[src/rtl/uart_pkg.sv]
// Shared UART definitions: config word layout, parity/stop encodings and transmit states.
package uart_pkg;

  localparam int unsigned CFG_W    = 27;
  localparam int unsigned DATA_W   = 9;
  localparam int unsigned PRESC_W  = 16;
  localparam int unsigned PARITY_W = 3;
  localparam int unsigned BSIZE_W  = 4;

  localparam int unsigned PRESC_LSB  = 0;
  localparam int unsigned PARITY_LSB = 16;
  localparam int unsigned BSIZE_LSB  = 19;
  localparam int unsigned STOP_BIT   = 23;
  localparam int unsigned EN_BIT     = 24;

  localparam logic [PARITY_W-1:0] PARITY_NONE  = 3'd0;
  localparam logic [PARITY_W-1:0] PARITY_EVEN  = 3'd1;
  localparam logic [PARITY_W-1:0] PARITY_ODD   = 3'd2;
  localparam logic [PARITY_W-1:0] PARITY_MARK  = 3'd3;
  localparam logic [PARITY_W-1:0] PARITY_SPACE = 3'd4;

  localparam logic STOP_BITS_ONE = 1'b0;
  localparam logic STOP_BITS_TWO = 1'b1;

  localparam logic [BSIZE_W-1:0] BSIZE_MIN = 4'd5;
  localparam logic [BSIZE_W-1:0] BSIZE_MAX = 4'd9;

  typedef enum logic [2:0] {
    TX_IDLE  = 3'd0,
    TX_START = 3'd1,
    TX_DATA  = 3'd2,
    TX_PAR   = 3'd3,
    TX_STOP  = 3'd4
  } tx_state_e;

  // Out-of-range frame sizes snap to the nearest legal size.
  function automatic logic [BSIZE_W-1:0] clamp_bsize(input logic [BSIZE_W-1:0] b);
    if (b < BSIZE_MIN) return BSIZE_MIN;
    if (b > BSIZE_MAX) return BSIZE_MAX;
    return b;
  endfunction

  function automatic logic [DATA_W-1:0] data_mask(input logic [BSIZE_W-1:0] b);
    return DATA_W'((10'd1 << b) - 10'd1);
  endfunction

endpackage

[src/rtl/uart_tx_bitclk.sv]
// Bit-period timer: reloads every bit boundary; prescaler values below 2 run as 2.
module uart_tx_bitclk
  import uart_pkg::*;
(
  input  logic               aclk,
  input  logic               rst,
  input  logic               load,
  input  logic               en,
  input  logic [PRESC_W-1:0] prescaler,
  output logic               bit_end_c,
  output logic               pre_end_c
);

  logic [PRESC_W-1:0] cnt;
  logic [PRESC_W-1:0] period_c;

  assign period_c  = (prescaler < PRESC_W'(2)) ? PRESC_W'(2) : prescaler;
  assign bit_end_c = en & (cnt == PRESC_W'(1));
  assign pre_end_c = en & (cnt == PRESC_W'(2));

  always_ff @(posedge aclk) begin
    if (rst) begin
      cnt <= '0;
    end else if (load) begin
      cnt <= period_c;
    end else if (en) begin
      cnt <= bit_end_c ? period_c : cnt - PRESC_W'(1);
    end
  end

endmodule

[src/rtl/uart_tx_core.sv]
// UART transmitter: start, MSB-first data, optional parity, 1/2 stop bits, CTS-gated frame start.
module uart_tx_core
  import uart_pkg::*;
#(
  parameter int unsigned BAUD_PRESCALER = 12,
  parameter int unsigned PARITY         = 0,
  parameter int unsigned BYTE_SIZE      = 8,
  parameter int unsigned STOP_BITS      = 0
) (
  input  logic              aclk,
  input  logic              rst,
  input  logic [CFG_W-1:0]  s_axis_config_tdata,
  input  logic              s_axis_config_tvalid,
  output logic              s_axis_config_tready,
  input  logic [DATA_W-1:0] s_axis_tdata,
  input  logic              s_axis_tvalid,
  output logic              s_axis_tready,
  output logic              busy,
  output logic              tx_done,
  output logic              txd,
  input  logic              ctsn
);

  logic [PRESC_W-1:0]  cfg_presc;
  logic [PARITY_W-1:0] cfg_parity;
  logic [BSIZE_W-1:0]  cfg_bsize;
  logic                cfg_stop;
  logic                cfg_en;

  tx_state_e           state;
  logic                ctsn_q;
  logic [DATA_W-1:0]   shreg;
  logic [BSIZE_W-1:0]  bits_left;
  logic                par_en;
  logic                par_bit;
  logic                stop_left;

  logic                cfg_fire_c;
  logic                data_fire_c;
  logic                bit_end_c;
  logic                pre_end_c;
  logic [BSIZE_W-1:0]  bsize_eff_c;
  logic [DATA_W-1:0]   word_c;
  logic                par_sel_c;
  logic                par_en_c;
  logic                unused_cfg;

  assign unused_cfg = ^s_axis_config_tdata[CFG_W-1:EN_BIT+1];

  assign s_axis_config_tready = (state == TX_IDLE) & ~rst;
  assign s_axis_tready        = (state == TX_IDLE) & cfg_en & ~ctsn_q
                              & ~s_axis_config_tvalid & ~rst;
  assign cfg_fire_c  = s_axis_config_tvalid & s_axis_config_tready;
  assign data_fire_c = s_axis_tvalid & s_axis_tready;

  // Frame parameters derived from the live config at the moment of accept.
  always_comb begin
    bsize_eff_c = clamp_bsize(cfg_bsize);
    word_c      = s_axis_tdata & data_mask(bsize_eff_c);
    par_en_c    = (cfg_parity != PARITY_NONE) && (cfg_parity <= PARITY_SPACE);
    par_sel_c   = 1'b0;
    case (cfg_parity)
      PARITY_EVEN:  par_sel_c = ^word_c;
      PARITY_ODD:   par_sel_c = ~(^word_c);
      PARITY_MARK:  par_sel_c = 1'b1;
      PARITY_SPACE: par_sel_c = 1'b0;
      default:      par_sel_c = 1'b0;
    endcase
  end

  always_ff @(posedge aclk) begin
    if (rst) begin
      cfg_presc  <= PRESC_W'(BAUD_PRESCALER);
      cfg_parity <= PARITY_W'(PARITY);
      cfg_bsize  <= BSIZE_W'(BYTE_SIZE);
      cfg_stop   <= (STOP_BITS != 0) ? STOP_BITS_TWO : STOP_BITS_ONE;
      cfg_en     <= 1'b1;
    end else if (cfg_fire_c) begin
      cfg_presc  <= s_axis_config_tdata[PRESC_LSB +: PRESC_W];
      cfg_parity <= s_axis_config_tdata[PARITY_LSB +: PARITY_W];
      cfg_bsize  <= s_axis_config_tdata[BSIZE_LSB +: BSIZE_W];
      cfg_stop   <= s_axis_config_tdata[STOP_BIT];
      cfg_en     <= s_axis_config_tdata[EN_BIT];
    end
  end

  // CTS is sampled once at the pad; reset treats the line as not clear.
  always_ff @(posedge aclk) begin
    if (rst) ctsn_q <= 1'b1;
    else     ctsn_q <= ctsn;
  end

  uart_tx_bitclk u_bitclk (
    .aclk      (aclk),
    .rst       (rst),
    .load      (data_fire_c),
    .en        (state != TX_IDLE),
    .prescaler (cfg_presc),
    .bit_end_c (bit_end_c),
    .pre_end_c (pre_end_c)
  );

  // Frame sequencer; data is left-aligned so shreg[MSB] is always the next bit out.
  always_ff @(posedge aclk) begin
    if (rst) begin
      state     <= TX_IDLE;
      txd       <= 1'b1;
      busy      <= 1'b0;
      tx_done   <= 1'b0;
      shreg     <= '0;
      bits_left <= '0;
      par_en    <= 1'b0;
      par_bit   <= 1'b0;
      stop_left <= 1'b0;
    end else begin
      tx_done <= 1'b0;
      case (state)
        TX_IDLE: begin
          if (data_fire_c) begin
            state     <= TX_START;
            txd       <= 1'b0;
            busy      <= 1'b1;
            shreg     <= word_c << (BSIZE_W'(DATA_W) - bsize_eff_c);
            bits_left <= bsize_eff_c;
            par_en    <= par_en_c;
            par_bit   <= par_sel_c;
            stop_left <= cfg_stop;
          end
        end
        TX_START: begin
          if (bit_end_c) begin
            state     <= TX_DATA;
            txd       <= shreg[DATA_W-1];
            shreg     <= shreg << 1;
            bits_left <= bits_left - BSIZE_W'(1);
          end
        end
        TX_DATA: begin
          if (bit_end_c) begin
            if (bits_left != '0) begin
              txd       <= shreg[DATA_W-1];
              shreg     <= shreg << 1;
              bits_left <= bits_left - BSIZE_W'(1);
            end else if (par_en) begin
              state <= TX_PAR;
              txd   <= par_bit;
            end else begin
              state <= TX_STOP;
              txd   <= 1'b1;
            end
          end
        end
        TX_PAR: begin
          if (bit_end_c) begin
            state <= TX_STOP;
            txd   <= 1'b1;
          end
        end
        TX_STOP: begin
          // Raise tx_done so it lands on the final cycle of the last stop bit.
          if (pre_end_c && !stop_left) tx_done <= 1'b1;
          if (bit_end_c) begin
            if (stop_left) begin
              stop_left <= 1'b0;
            end else begin
              state <= TX_IDLE;
              busy  <= 1'b0;
            end
          end
        end
        default: begin
          state <= TX_IDLE;
          txd   <= 1'b1;
          busy  <= 1'b0;
        end
      endcase
    end
  end

endmodule

[config.mk]
export PLATFORM = sky130hd
export DESIGN_NAME = uart_tx_core
export DESIGN_NICKNAME = d
export VERILOG_FILES = /design/src/rtl/uart_pkg.sv /design/src/rtl/uart_tx_bitclk.sv /design/src/rtl/uart_tx_core.sv
export SDC_FILE = /design/constraint.sdc
export NUM_CORES = 1
export LEC_CHECK = 0
export BUFFER_PORTS_ARGS = -buffer_cell sky130_fd_sc_hd__buf_2
export CAP_MARGIN = 20
export CORE_ASPECT_RATIO = 1.2
export CORE_MARGIN = 1
export CORE_UTILIZATION = 25
export DETAILED_ROUTE_END_ITERATION = 10
export GPL_TIMING_DRIVEN = 0
export PLACE_DENSITY_LB_ADDON = 0.15
export SETUP_SLACK_MARGIN = 0.2
export SLEW_MARGIN = 20
export SYNTH_ARGS = -nofsm -noshare
export SYNTH_HDL_FRONTEND = slang
export SYNTH_SLANG_ARGS = --single-unit
[constraint.sdc]
create_clock -name aclk -period 2.96 [get_ports aclk]
set_input_delay 0.296 -clock aclk [delete_from_list [all_inputs] [get_ports aclk]]
set_output_delay 0.296 -clock aclk [all_outputs]
set_load 0.02 [all_outputs]
==> metrics.cfg <==
[run_status]
status=complete, no violations

[timing]
post-route-period-util_pct=83.7
fin_crit_ns=2.48
rsz0062_at_grt=false
hold_viol=0
setup-violations-final=0
fin_setup_tns_ns=0
slew_viol_final=0
worstMarginPinSlew_ns=0.730
finalClockSkew_ns=0.00693
fmax_mhz=404
maxSlewHeadroom_pct=51.0
whs_ns=0.137

[grt]
overflow=0
track_usage_pct=16.3
use_met3_pct=2.90
top_usage_layer=met2
grt_pass1_wl_um=19400
grt_pass1_vias=3721
grt_util_met1_pct=18.4
grt_antenna_before_repair=0
gr-usage-met2_pct=29.6
grt_max_degree=14

[yosys]
synth_edf_count=0
syn_avg_cell_area_um2=7.62
yosysSeqAreaShare_pct=33.5
synth_largest_area_cell=dfxtp_1
synth-seq-cells=64
synth_most_common_cell=nand2_1
synth-main-ff-cell=dfxtp_1
synth.top_cell.area_share_pct=33.5
synth_area_leaders=dfxtp_1 (34%), nand2_1 (7.5%), o21ai_0 (4.7%)
synthDistinctLibCells=66
synth_common_cells=nand2_1 (76), dfxtp_1 (64), nor2_1 (43)
netlist_area_mm2=0.00382
synth-warning-count=0
syn_inst=501
async_flop_share_pct=0

[final_layout]
antenna_cells=0
nNetsFinal=602
syn2layout_area_growth_pct=19.8
fill_cells=1717
drive_gt1_share_pct=15.9

[critical_path]
worst_path_max_delay_cell=dfxtp_1
cp_num_buf_inv=1
cp_data_arrival_time_ns=2.72
crit_type=reg2reg
r2r_setup_slack_ns=0.48
critPathTopFamily=compound AO/OA/AOI/OAI gates
start_kind=register
required_ns=3.20
path_cells=nand2_2 > nor2_4 > inv_4 > a21oi_4 > mux2_4 > a21oi_2 > a21oi_1 > o41ai_1
cp_max_fo=10
max_stage_delay_ns=0.47
crit_path_end_kind=register

[detailed_routing]
route.detailed.drc=0
drt_iter0_drc=176
firstDrtPassIters=4
avgViaCountPerCell=4.94
ant_nets=0
num_vias=3776
routedWlPerCell_um=15.7
routed_wl_um=12000

[die]
core_mm2=0.0150
die_area_mm2=0.0158
ioPinCount=46
fp-row-count=49
fp.dieH_um=137
floorplan.initialDensity_pct=25.5
die_x_um=115

[cts]
tritoncts.num_buffers=9
cts_sinks=64
insertion_delay_ns=0.34
clkTransAtPathRegs_ns=0.06
h-tree-depth=3
cts_buffer_depth=2
cts_tree=yes
cts-root-buf=clkbuf_16

[job]
drv_cap=0

[place]
post-dp-hpwl_um=9020
gp_congestion=0.818
portBuffers=42

[worst_hold_path]
hold_path.class=in2reg

[power_and_ir_drop]
powerDensity_mw_per_mm2=530
ir_drop_v=0.000208
leakagePower_nw=1.73
power_mw=2.42

==> registers in the layout, summed over array words and instances (netlist names) <==
signal	flops
cfg_presc	16
u_bitclk.cnt	16
shreg	9
bits_left	4
cfg_bsize	4
cfg_parity	3
state	3
busy	1
cfg_en	1
cfg_stop	1
ctsn_q	1
par_bit	1
par_en	1
stop_left	1
tx_done	1
txd	1
==> kinds of logic (layout without fill, tap and decap cells) <==
logic type | Yosys count | after routing | synth area share, %
simple gates | 227 | 227 | 30.0
compound gates | 140 | 140 | 24.4
flops | 64 | 64 | 33.5
buf+inv | 45 | 103 | 5.08
xor+xnor | 10 | 10 | 2.65
mux | 8 | 8 | 2.29
fa+ha+maj | 6 | 6 | 1.97
other cells | 1 | 2 | 0.0982
==> per-stage QoR <==
step	cells	worst slack, ns	instance area [um2]	util, %
after global placement	748	0.186	4290	28.7
final	764	0.482	4580	30.6
after global routing	764	0.206	4580	30.6
after detailed placement	748	0.177	4290	28.7
after floorplan	502	0.740	3820	-
after CTS	764	0.302	4580	30.6
==> report_power, final <==
group / total [mW] / switching, mW / internal, mW
registers: 0.951 / 0.0438 / 0.907
clock network: 1.01 / 0.434 / 0.573
logic: 0.467 / 0.279 / 0.188
total: 2.42 / 0.756 / 1.67
==> layout make-up <==
class	count	area, um2	area share, %
Inverter	13	51.3	1.12
Multi-Input combinational cell	393	2350	51.4
Clock inverter	7	56.3	1.23
Buffer	32	144	3.14
Clock buffer	9	225	4.92
Tap cell	204	255	5.58
Sequential cell	64	1280	28.0
Timing Repair Buffer	42	210	4.59
==> per-layer routing <==
metal  vias to the layer above  routed length (um)
li1                       1913                   -
met1                      1793                5320
met2                        55                6130
met3                        15                 349
met4                         0                 229
met5                         -                   0
==> tightest hold or removal path: cells and delay by family <==
kind	cells	cell delay [ns]
buffers and inverters	1	0.07
AND/OR/NAND/NOR	2	0.08
==> cells in the final DEF, fill, tap and decap left out, types with 7 or more instances in the layout <==
cell       synthesis  routed
a211oi_1          13      13
a21oi_1           33      33
and2_1            11      11
buf_2             12      54
clkbuf_1          19      18
clkbuf_16          0       9
dfxtp_1           64      64
inv_1             12      12
nand2_1           76      76
nand3_1           11      11
nand3b_1          23      23
nor2_1            43      43
nor3_1            21      20
nor4_1             7       7
o21ai_0           36      36
==> worst paths after layout <==
kind,cells after the start,start,end
worst max register to register,8,cfg_bsize[1]$_SDFFE_PP0P_,shreg[8]$_SDFFE_PP0P_
worst min register to register,2,shreg[0]$_SDFFE_PP0P_,shreg[0]$_SDFFE_PP0P_
worst min-delay path,3,s_axis_config_tdata[7],cfg_presc[7]$_SDFFE_PP0P_
worst max-delay path,8,cfg_bsize[1]$_SDFFE_PP0P_,shreg[8]$_SDFFE_PP0P_
==> repair_timing <==
item,4_1_cts,5_1_grt
buffers inserted,0,0
hold buffers,0,0
setup endpoints to repair,2,3
gates resized for setup,1,2
No activity file was read; power rests on OpenSTA's default activity.
